### src/rtl/wisard_sample_streamer_pkg.sv
// Shared constants for the wisard sample streamer.
// FSM encodings, bank count and sample counter width.
package wisard_stream_pkg;

  localparam int SAMPLE_CNT_W = 16;
  localparam int N_BANKS      = 2;

  typedef logic [1:0] state_t;

  localparam state_t ST_IDLE     = 2'd0;
  localparam state_t ST_STREAM   = 2'd1;
  localparam state_t ST_WAIT_RES = 2'd2;

endpackage

### src/rtl/wisard_sample_streamer_if.sv
// Load-side and stream-side bus of the wisard sample streamer.
// master = loader/consumer side, slave = streamer side.
interface wisard_sample_streamer_if #(
  parameter int ADDRESS_WIDTH = 8,
  parameter int INDEX_WIDTH   = 6
);

  logic                     ld_valid;
  logic [INDEX_WIDTH-1:0]   ld_index;
  logic [ADDRESS_WIDTH-1:0] ld_addr;
  logic                     ld_commit;
  logic                     ld_ready;
  logic                     ld_drop;
  logic                     stream_ready;
  logic                     sop;
  logic                     sink_valid;
  logic                     eop;
  logic [ADDRESS_WIDTH-1:0] addr;
  logic [INDEX_WIDTH-1:0]   index;
  logic                     result_valid;

  modport master (
    output ld_valid, ld_index, ld_addr, ld_commit,
    output stream_ready, result_valid,
    input  ld_ready, ld_drop,
    input  sop, sink_valid, eop, addr, index
  );

  modport slave (
    input  ld_valid, ld_index, ld_addr, ld_commit,
    input  stream_ready, result_valid,
    output ld_ready, ld_drop,
    output sop, sink_valid, eop, addr, index
  );

endinterface

### src/rtl/wisard_sample_bank.sv
// Ping-pong sample storage: 2 banks x N_RAMS addresses.
// One write port, one read port with registered read data.
module wisard_sample_bank
  import wisard_stream_pkg::*;
#(
  parameter int ADDRESS_WIDTH = 8,
  parameter int INDEX_WIDTH   = 6,
  parameter int N_RAMS        = 49
) (
  input  logic                     clk,
  input  logic                     rst_n,
  input  logic                     we_i,
  input  logic                     wbank_i,
  input  logic [INDEX_WIDTH-1:0]   widx_i,
  input  logic [ADDRESS_WIDTH-1:0] wdata_i,
  input  logic                     re_i,
  input  logic                     rbank_i,
  input  logic [INDEX_WIDTH-1:0]   ridx_i,
  output logic [ADDRESS_WIDTH-1:0] rdata_o
);

  logic [ADDRESS_WIDTH-1:0] mem_q [N_BANKS][N_RAMS];
  logic [ADDRESS_WIDTH-1:0] rdata_q;

  // Storage is deliberately not reset.
  always_ff @(posedge clk) begin
    if (we_i) begin
      mem_q[wbank_i][widx_i] <= wdata_i;
    end
  end

  always_ff @(posedge clk or negedge rst_n) begin
    if (!rst_n) begin
      rdata_q <= '0;
    end else if (re_i) begin
      rdata_q <= mem_q[rbank_i][ridx_i];
    end
  end

  assign rdata_o = rdata_q;

endmodule

### src/rtl/wisard_sample_streamer.sv
// Ping-pong sample buffer streaming one packet per sample to wisard.
// Define WISARD_WAIT_RESULT_EN to wait for result_valid between packets.
module wisard_sample_streamer
  import wisard_stream_pkg::*;
#(
  parameter int ADDRESS_WIDTH = 8,
  parameter int INDEX_WIDTH   = 6,
  parameter int N_RAMS        = 49
) (
  input  logic                    clk,
  input  logic                    rst_n,
  wisard_sample_streamer_if.slave bus,
  output logic                    busy,
  output logic [SAMPLE_CNT_W-1:0] sample_cnt
);

  localparam logic [INDEX_WIDTH-1:0] LAST =
    INDEX_WIDTH'(N_RAMS - 1);

  state_t                   state_q, state_d;
  logic [INDEX_WIDTH-1:0]   cnt_q, cnt_d;
  logic                     rd_bank_q, rd_bank_d;
  logic                     wr_bank_q, wr_bank_d;
  logic [N_BANKS-1:0]       full_q, full_d;
  logic [SAMPLE_CNT_W-1:0]  scnt_q, scnt_d;
  logic                     drop_q, drop_d;

  logic                     ld_rdy;
  logic                     idx_ok;
  logic                     wr_en;
  logic                     commit;
  logic                     valid;
  logic                     accept;
  logic                     last;
  logic                     rd_en;
  logic                     rd_sel;
  logic [INDEX_WIDTH-1:0]   rd_idx;
  logic [ADDRESS_WIDTH-1:0] rdata;

  assign ld_rdy = ~full_q[wr_bank_q];
  assign idx_ok = bus.ld_index <= LAST;
  assign wr_en  = bus.ld_valid & ld_rdy & idx_ok;
  assign commit = bus.ld_commit & ld_rdy;
  assign valid  = state_q == ST_STREAM;
  assign accept = valid & bus.stream_ready;
  assign last   = accept & (cnt_q == LAST);

  always_comb begin
    state_d   = state_q;
    cnt_d     = cnt_q;
    rd_bank_d = rd_bank_q;
    wr_bank_d = wr_bank_q ^ commit;
    full_d    = full_q;
    scnt_d    = scnt_q;
    rd_en     = 1'b0;
    rd_sel    = rd_bank_q;
    rd_idx    = cnt_q;
    drop_d    = drop_q
              | (bus.ld_valid & ~(ld_rdy & idx_ok))
              | (bus.ld_commit & ~ld_rdy);

    // Release first so a same-cycle commit on the other bank survives.
    if (last) begin
      full_d[rd_bank_q] = 1'b0;
      rd_bank_d         = ~rd_bank_q;
      scnt_d            = scnt_q + 1'b1;
    end
    if (commit) begin
      full_d[wr_bank_q] = 1'b1;
    end

    unique case (1'b1)
      state_q == ST_IDLE: begin
        if (full_q[rd_bank_q]) begin
          state_d = ST_STREAM;
          cnt_d   = '0;
          rd_en   = 1'b1;
          rd_idx  = '0;
        end
      end
      state_q == ST_STREAM: begin
        if (last) begin
`ifdef WISARD_WAIT_RESULT_EN
          state_d = ST_WAIT_RES;
`else
          if (full_q[~rd_bank_q]) begin
            cnt_d  = '0;
            rd_en  = 1'b1;
            rd_sel = ~rd_bank_q;
            rd_idx = '0;
          end else begin
            state_d = ST_IDLE;
          end
`endif
        end else if (accept) begin
          cnt_d  = cnt_q + 1'b1;
          rd_en  = 1'b1;
          rd_idx = cnt_q + 1'b1;
        end
      end
`ifdef WISARD_WAIT_RESULT_EN
      state_q == ST_WAIT_RES: begin
        if (bus.result_valid) begin
          if (full_q[rd_bank_q]) begin
            state_d = ST_STREAM;
            cnt_d   = '0;
            rd_en   = 1'b1;
            rd_idx  = '0;
          end else begin
            state_d = ST_IDLE;
          end
        end
      end
`endif
      default: begin
        state_d = ST_IDLE;
      end
    endcase
  end

  always_ff @(posedge clk or negedge rst_n) begin
    if (!rst_n) begin
      state_q   <= ST_IDLE;
      cnt_q     <= '0;
      rd_bank_q <= 1'b0;
      wr_bank_q <= 1'b0;
      full_q    <= '0;
      scnt_q    <= '0;
      drop_q    <= 1'b0;
    end else begin
      state_q   <= state_d;
      cnt_q     <= cnt_d;
      rd_bank_q <= rd_bank_d;
      wr_bank_q <= wr_bank_d;
      full_q    <= full_d;
      scnt_q    <= scnt_d;
      drop_q    <= drop_d;
    end
  end

  wisard_sample_bank #(
    .ADDRESS_WIDTH (ADDRESS_WIDTH),
    .INDEX_WIDTH   (INDEX_WIDTH),
    .N_RAMS        (N_RAMS)
  ) u_bank (
    .clk     (clk),
    .rst_n   (rst_n),
    .we_i    (wr_en),
    .wbank_i (wr_bank_q),
    .widx_i  (bus.ld_index),
    .wdata_i (bus.ld_addr),
    .re_i    (rd_en),
    .rbank_i (rd_sel),
    .ridx_i  (rd_idx),
    .rdata_o (rdata)
  );

  assign bus.ld_ready   = ld_rdy;
  assign bus.ld_drop    = drop_q;
  assign bus.sink_valid = valid;
  assign bus.sop        = valid & (cnt_q == '0);
  assign bus.eop        = valid & (cnt_q == LAST);
  assign bus.index      = valid ? cnt_q : '0;
  assign bus.addr       = valid ? rdata : '0;
  assign busy           = state_q != ST_IDLE;
  assign sample_cnt     = scnt_q;

endmodule

### src/flat_wrapper.sv
// flat-port wrapper written by rule: the top's interface ports become plain ports
module wisard_sample_streamer_flat import wisard_stream_pkg::*;
#(
  parameter int ADDRESS_WIDTH = 8,
  parameter int INDEX_WIDTH   = 6,
  parameter int N_RAMS        = 49
)
  (clk, rst_n, busy, sample_cnt, bus_ld_valid, bus_ld_index, bus_ld_addr, bus_ld_commit, bus_stream_ready, bus_result_valid, bus_ld_ready, bus_ld_drop, bus_sop, bus_sink_valid, bus_eop, bus_addr, bus_index);
  wisard_sample_streamer_if #(.ADDRESS_WIDTH(ADDRESS_WIDTH), .INDEX_WIDTH(INDEX_WIDTH)) bus_i ();
  input  logic clk;
  input  logic rst_n;
  output logic busy;
  output logic [SAMPLE_CNT_W-1:0] sample_cnt;
  input wire logic [$bits(bus_i.ld_valid)-1:0] bus_ld_valid;
  input wire logic [$bits(bus_i.ld_index)-1:0] bus_ld_index;
  input wire logic [$bits(bus_i.ld_addr)-1:0] bus_ld_addr;
  input wire logic [$bits(bus_i.ld_commit)-1:0] bus_ld_commit;
  input wire logic [$bits(bus_i.stream_ready)-1:0] bus_stream_ready;
  input wire logic [$bits(bus_i.result_valid)-1:0] bus_result_valid;
  output wire logic [$bits(bus_i.ld_ready)-1:0] bus_ld_ready;
  output wire logic [$bits(bus_i.ld_drop)-1:0] bus_ld_drop;
  output wire logic [$bits(bus_i.sop)-1:0] bus_sop;
  output wire logic [$bits(bus_i.sink_valid)-1:0] bus_sink_valid;
  output wire logic [$bits(bus_i.eop)-1:0] bus_eop;
  output wire logic [$bits(bus_i.addr)-1:0] bus_addr;
  output wire logic [$bits(bus_i.index)-1:0] bus_index;
  assign bus_i.ld_valid = bus_ld_valid;
  assign bus_i.ld_index = bus_ld_index;
  assign bus_i.ld_addr = bus_ld_addr;
  assign bus_i.ld_commit = bus_ld_commit;
  assign bus_i.stream_ready = bus_stream_ready;
  assign bus_i.result_valid = bus_result_valid;
  assign bus_ld_ready = bus_i.ld_ready;
  assign bus_ld_drop = bus_i.ld_drop;
  assign bus_sop = bus_i.sop;
  assign bus_sink_valid = bus_i.sink_valid;
  assign bus_eop = bus_i.eop;
  assign bus_addr = bus_i.addr;
  assign bus_index = bus_i.index;
  wisard_sample_streamer #(.ADDRESS_WIDTH(ADDRESS_WIDTH), .INDEX_WIDTH(INDEX_WIDTH), .N_RAMS(N_RAMS)) u_core (.clk(clk), .rst_n(rst_n), .bus(bus_i), .busy(busy), .sample_cnt(sample_cnt));
endmodule
### config.mk
export PLATFORM = sky130hd
export DESIGN_NAME = wisard_sample_streamer_flat
export DESIGN_NICKNAME = d
export VERILOG_FILES = /design/src/rtl/wisard_sample_streamer_pkg.sv /design/src/rtl/wisard_sample_streamer_if.sv /design/src/rtl/wisard_sample_bank.sv /design/src/rtl/wisard_sample_streamer.sv /design/src/flat_wrapper.sv
export SDC_FILE = /design/constraint.sdc
export NUM_CORES = 1
export LEC_CHECK = 0
export CORE_ASPECT_RATIO = 1.1
export CORE_MARGIN = 2
export CORE_UTILIZATION = 50
export DETAILED_ROUTE_END_ITERATION = 10
export PLACE_DENSITY = 0.71
export SETUP_SLACK_MARGIN = 0.4
export SLEW_MARGIN = 20
export SYNTH_ARGS = -nofsm -noshare
export SYNTH_HDL_FRONTEND = slang
export SYNTH_HIERARCHICAL = 1
export SYNTH_SLANG_ARGS = --single-unit
export TNS_END_PERCENT = 10
### constraint.sdc
create_clock -name clk -period 3.42 [get_ports clk]
set_input_delay 0.342 -clock clk [delete_from_list [all_inputs] [get_ports clk]]
set_output_delay 0.342 -clock clk [all_outputs]
set_load 0.01 [all_outputs]
==> flow_summary.ini <==
[outcome]
run_status = complete, but fails checks
violated_checks = negative setup slack

[cts]
cts.path.max_buffers = 3
numCtsBuffers = 78
tritoncts_clock_tree = built
clock_latency_at_the_later_pin_of_the_worst_skew_pair_ns = 0.62
worst_setup_hold_path_clk_slew_ns = 0.06
htree_levels = 3
cts-root-buf = sky130_fd_sc_hd__clkbuf_16
cts_sinks = 820

[route]
ant_nets = 0
remaining_drc_errors = 0
drt_first_iter_violations = 1931
post_dr_vias_cell = 6.10
drt_first_pass_iters = 5
avgRoutedWirePerCell_um = 27.0
via_count = 17051
route.final.wire_length_um = 75400

[power]
power.density_cell_area_nw_per_um2 = 723
power.static_leakage_nw = 12.7
irDropWorstVdd_mv = 0.535

[logic_synthesis]
synth_area_leaders = sky130_fd_sc_hd__edfxtp_1 73%, sky130_fd_sc_hd__mux4_2 13%, sky130_fd_sc_hd__dfrtp_1 2.8%
async_flop_share_pct = 4.39
seq_area_frac_synth_pct = 75.9
synth_cell_type_count = 53
synth_top_flop_cell = sky130_fd_sc_hd__edfxtp_1
synth.most_common_cell = sky130_fd_sc_hd__edfxtp_1
synth_top_area_cell = sky130_fd_sc_hd__edfxtp_1
synth.top_cell.area_share_pct = 73.1
postSynthRegisterBits = 820
synth-warning-count = 6
postSynthNetCount = 1613
synthCells = 1590
synth_area_per_cell_um2 = 20.3
synth_edf_count = 784
yosys-top-cells-count = 784 x sky130_fd_sc_hd__edfxtp_1, 192 x sky130_fd_sc_hd__mux4_2, 125 x sky130_fd_sc_hd__nor2_1
synth.cell_area_um2 = 32200

[critical_path]
worstReg2RegEnd = u_core/u_bank/rdata_o[5]
timing.critical_path.required_ns = 3.93
worst_path_max_fanout = 8
worstRegToRegCells = 15
flop_to_flop_setup_slack_ns = -0.007
crit_path_max_incr_delay_ns = 0.51
startpoint_type = flop
critPathArrivalTime_ns = 3.94
timing.critical_path.max_delay_family = compound AO/OA/AOI/OAI gates
crit_chain = inv_2, ha_4, or3b_4, o311ai_4, o21ai_2, mux2i_4, buf_12, buf_12, buf_4, mux4_2, a22oi_2, nand2_1, a21oi_2, buf_4, a21oi_1
r2r_start = u_core/cnt_q[1]
crit_type = flop to flop
cpMaxStageDelayCell = sky130_fd_sc_hd__mux4_2
critPathCaptureType = flop
path_buf_inv = 5

[placed_design]
io_buffers = 54
detailed_place_hpwl_um = 44600
gpl.final_weighted_congestion = 0.915

[min_path]
min_to = u_core/u_bank/mem_q[0][207]
min_path_type = input port to flop
worst_hold_launch = bus_ld_addr[7]
holdPathStages = 1

[timing]
fin_hold_ws_ns = 0.248
maxSlewViolCount = 0
grt_setup_unrepaired = yes
fin_crit_sh_pct = 100
final.setup.tns_ns = -0.00687
report.final.setup_viol = 1
setup_ws_ns = -0.00687
clock.fmax_ghz = 0.292
layout_min_cycle_time_ns = 3.43
final-hold-violation-count = 0
maxSlewHeadroom_pct = 23.9
worst_clock_skew_ns = 0.0170
tightest_slew_ns = 1.14

[finish]
nets = 1921
num-fill-cells = 4315
antenna_cells_inserted = 0
flow.area_growth_from_synthesis_pct = 20.5
sequential_cell_area_um2 = 24400
drive_above_1_share_pct = 34.8
area_occupied_by_multi_input_gates_um2 = 7710

[global_route]
global_route.usage.total_pct = 23.1
grt-ovfl-total = 0
global_route_wire_length_before_repair_um = 113000
antenna_found_initial = 1
number_of_global_route_vias_before_repair = 17428
grt_start_max_net_pins = 99

[die]
coreArea_um2 = 63700
fp.dieH_um = 270
die_outline_area_um2 = 66400
floorplan.io_pins = 56
std_cell_rows = 97
initial_utilization_pct = 50.5
floorplan.die.width_um = 246

[flow_run]
cap_viol_max_count = 0
-- stage by stage --
| stage | worst slack (ns) | total power, W | std cells | util, % | area [um^2] |
|---|---|---|---|---|---|
| floorplan | 0.402 | 0.0157 | 1590 | - | 32300 |
| global placement | -0.101 | 0.0184 | 2623 | 55.3 | 35300 |
| detailed placement | -0.160 | 0.0185 | 2623 | 55.3 | 35300 |
| CTS | 0.0103 | 0.0276 | 2783 | 60.2 | 38300 |
| global route | -0.104 | 0.0290 | 2796 | 60.9 | 38800 |
| finish | -0.00687 | 0.0280 | 2796 | 60.9 | 38800 |
-- sequential cells by signal (all words and copies together) (netlist names), 2 cells and up --
| register | flops |
|---|---|
| u_core/full_q | 2 |
| u_core/cnt_q | 6 |
| u_core/u_bank/rdata_o | 8 |
| u_core/sample_cnt | 16 |
| u_core/u_bank/mem_q | 784 |
-- kinds of logic after synthesis --
kind of cell	count (synthesis)	synth area share, %
muxes	230	14.7
AOI/OAI and AO/OA	153	3.10
adders and majority gates	3	0.117
xor gates and xnor gates	16	0.435
and+or+nand+nor	272	4.07
DFF	820	75.9
buffers and inverters	96	1.71
-- how the worst max path moves through the flow --
stage,start,to,slack [ns],cells past startpoint
after global routing,u_core/cnt_q[1],u_core/u_bank/rdata_o[7],-0.10,15
final,u_core/cnt_q[1],u_core/u_bank/rdata_o[5],-0.007,15
after CTS,u_core/cnt_q[1],u_core/u_bank/rdata_o[6],0.01,15
after global placement,u_core/cnt_q[1],u_core/u_bank/rdata_o[7],-0.10,14
after floorplan,u_core/cnt_q[0],u_core/u_bank/rdata_o[3],0.40,15
after detailed placement,u_core/cnt_q[1],u_core/u_bank/rdata_o[6],-0.16,15
-- placed cells by master (no fill, tap or decap), drive strengths merged, types with 16 or more instances in the layout --
cell type / instances
a21oi: 37
a22oi: 49
and2: 16
buf: 264
clkbuf: 99
clkdlybuf4s50: 45
clkinv: 26
dfrtp: 36
edfxtp: 784
mux2i: 27
mux4: 192
nand2: 41
nand3: 17
nor2: 127
nor2b: 16
o22ai: 32
-- what timing repair did --
action	in CTS	in global routing
cloned	7	1
setup endpoints to repair	8	9
hold buffers	1	0
endpoints found under the hold margin	36	0
gates resized for setup	64	63
pin swaps	11	19
setup buffers	15	11
-- report_power, final --
part / total [W] / switching, W / internal, W
combinational: 0.00846 / 0.00436 / 0.00410
sequential: 0.0112 / 0.000108 / 0.0111
clock: 0.00835 / 0.00358 / 0.00476
-- layer usage --
metal	routed length (um)	GRT usage [%]	part of all wire (%)	up-vias
met5	0	0	0	-
met4	2590	9.11	3.4	0
met3	5780	4.18	7.7	146
met2	36700	36.5	49	803
met1	30400	32.2	40	8928
li1	-	-	-	7174
-- layout make-up --
| class | instances | share of cell area (%) |
|---|---|---|
| flip-flops and latches | 820 | 63.0 |
| multi-input cells | 674 | 19.9 |
| repair buffers | 313 | 7.99 |
| clock buffers | 98 | 5.47 |
| well taps | 841 | 2.71 |
| clock inverters | 39 | 0.842 |
| inverters | 11 | 0.106 |
No activity file was read; power rests on OpenSTA's default activity.
==> patch (config.mk and constraints unchanged) <==
Set the package constant `N_BANKS` to 4 (it was 2).
--- a/src/rtl/wisard_sample_streamer_pkg.sv
+++ b/src/rtl/wisard_sample_streamer_pkg.sv
@@ -3,7 +3,7 @@
 package wisard_stream_pkg;
 
   localparam int SAMPLE_CNT_W = 16;
-  localparam int N_BANKS      = 2;
+  localparam int N_BANKS      = 4;
 
   typedef logic [1:0] state_t;
 
Check against the original RTL: no difference found for any inputs over 4 cycles, from zero or initial values and one cycle with rst_n low; that may be too few to reach the edited logic, so the function may still have changed.
==> patch against the original RTL <==
The run still ends with setup timing left. Final cell count fell by 0.29%. Routed wire length is 4.2% lower. Clock power increased by 2.4%. Setup slack got worse by 0.077 ns. Sequential power is essentially flat. Sequential cell count unchanged. Final area down 0.92%. Largest cell class unchanged. Power up 0.22%. Area after synthesis up 0.62%.
==> patch: results (changes against the original RTL) <==
detailed_routing:
  route.detailed.wl_per_inst_um: 25.9  # was 27.0 µm
yosys:
  synth_cell_type_count: 58  # was 53
  synth-xor-area-share: 0.00460  # was 0.00435
  synth_compound_area_frac: 0.0300  # was 0.0310
  synth.area.mux_share: 0.146  # was 0.147
  synth_fa_ha_area_frac: 0.00116  # was 0.00117
setup_path:
  timing.rr.end: "u_core/u_bank/rdata_o[3]"  # was u_core/u_bank/rdata_o[5]
  cp_slowest_stage_delay_ns: 0.55  # was 0.51 ns
  rrSetupSlack_ns: -0.08  # was -0.007 ns
  crit_arrival_ns: 4.00  # was 3.94 ns
  r2r-start: "u_core/cnt_q[0]"  # was u_core/cnt_q[1]
status:
  outcome: "finished, violations left"  # unchanged
  violations: "setup timing"  # unchanged
global_routing:
  grt_antenna_before_repair: 2  # was 1
  grtUsageMet1: 0.311  # was 0.322
final_layout:
  clockNetworkAreaShare: 0.0659  # was 0.0631
  drive_gt1_frac: 0.310  # was 0.348
  fillCellCount: 4440  # was 4315
timing:
  fin_skew_ns: 0.0188  # was 0.0170 ns
  fin_ws_ns: -0.0838  # was -0.00687 ns
  hold_ws_ns: 0.207  # was 0.248 ns
  setup_viol: 7  # was 1
power:
  leakage_nw: 12.7  # about the same
  ir_worst_vdd_v: 0.000403  # was 0.000535 V
placement:
  gp_congestion: 0.847  # was 0.915
cts:
  post-cts-setup-buffer-count: 2  # was 15
-- patch: changes by cell type after synthesis, moves of 7 or more --
cell      unedited run  this run
nand3_1             17        26
o211ai_1             8         1
mux4_1               0        11
a221oi_1             0         7
mux2_2              11         3
o21ai_0              6        29
o22ai_1             32        18
mux4_2             192       181
a21oi_1             37        19
o22a_1               0         8
a31oi_1             15         7
-- patch: stage by stage --
stage               total power [W]  TNS [ns]  setup slack, ns  instances  instance area [µm²]
detailed placement           0.0191     -1.26           -0.203       2636                35400
global placement             0.0190     -1.13           -0.182       2636                35400
floorplan                    0.0162         0            0.220       1611                32500
global route                 0.0291     -1.14           -0.176       2788                38400
CTS                          0.0280    -0.607           -0.106       2777                38100
finish                       0.0281    -0.362          -0.0838       2788                38400
-- patch: cells by family (layout without fill, tap and decap cells) --
family                     after synthesis  count (layout)
and+or+nand+nor                        295             295
adders and majority gates                3               3
xor gates and xnor gates                17              17
muxes                                  228             228
buffers and inverters                  103             439
AOI/OAI and AO/OA                      145             145
DFF                                    820             820
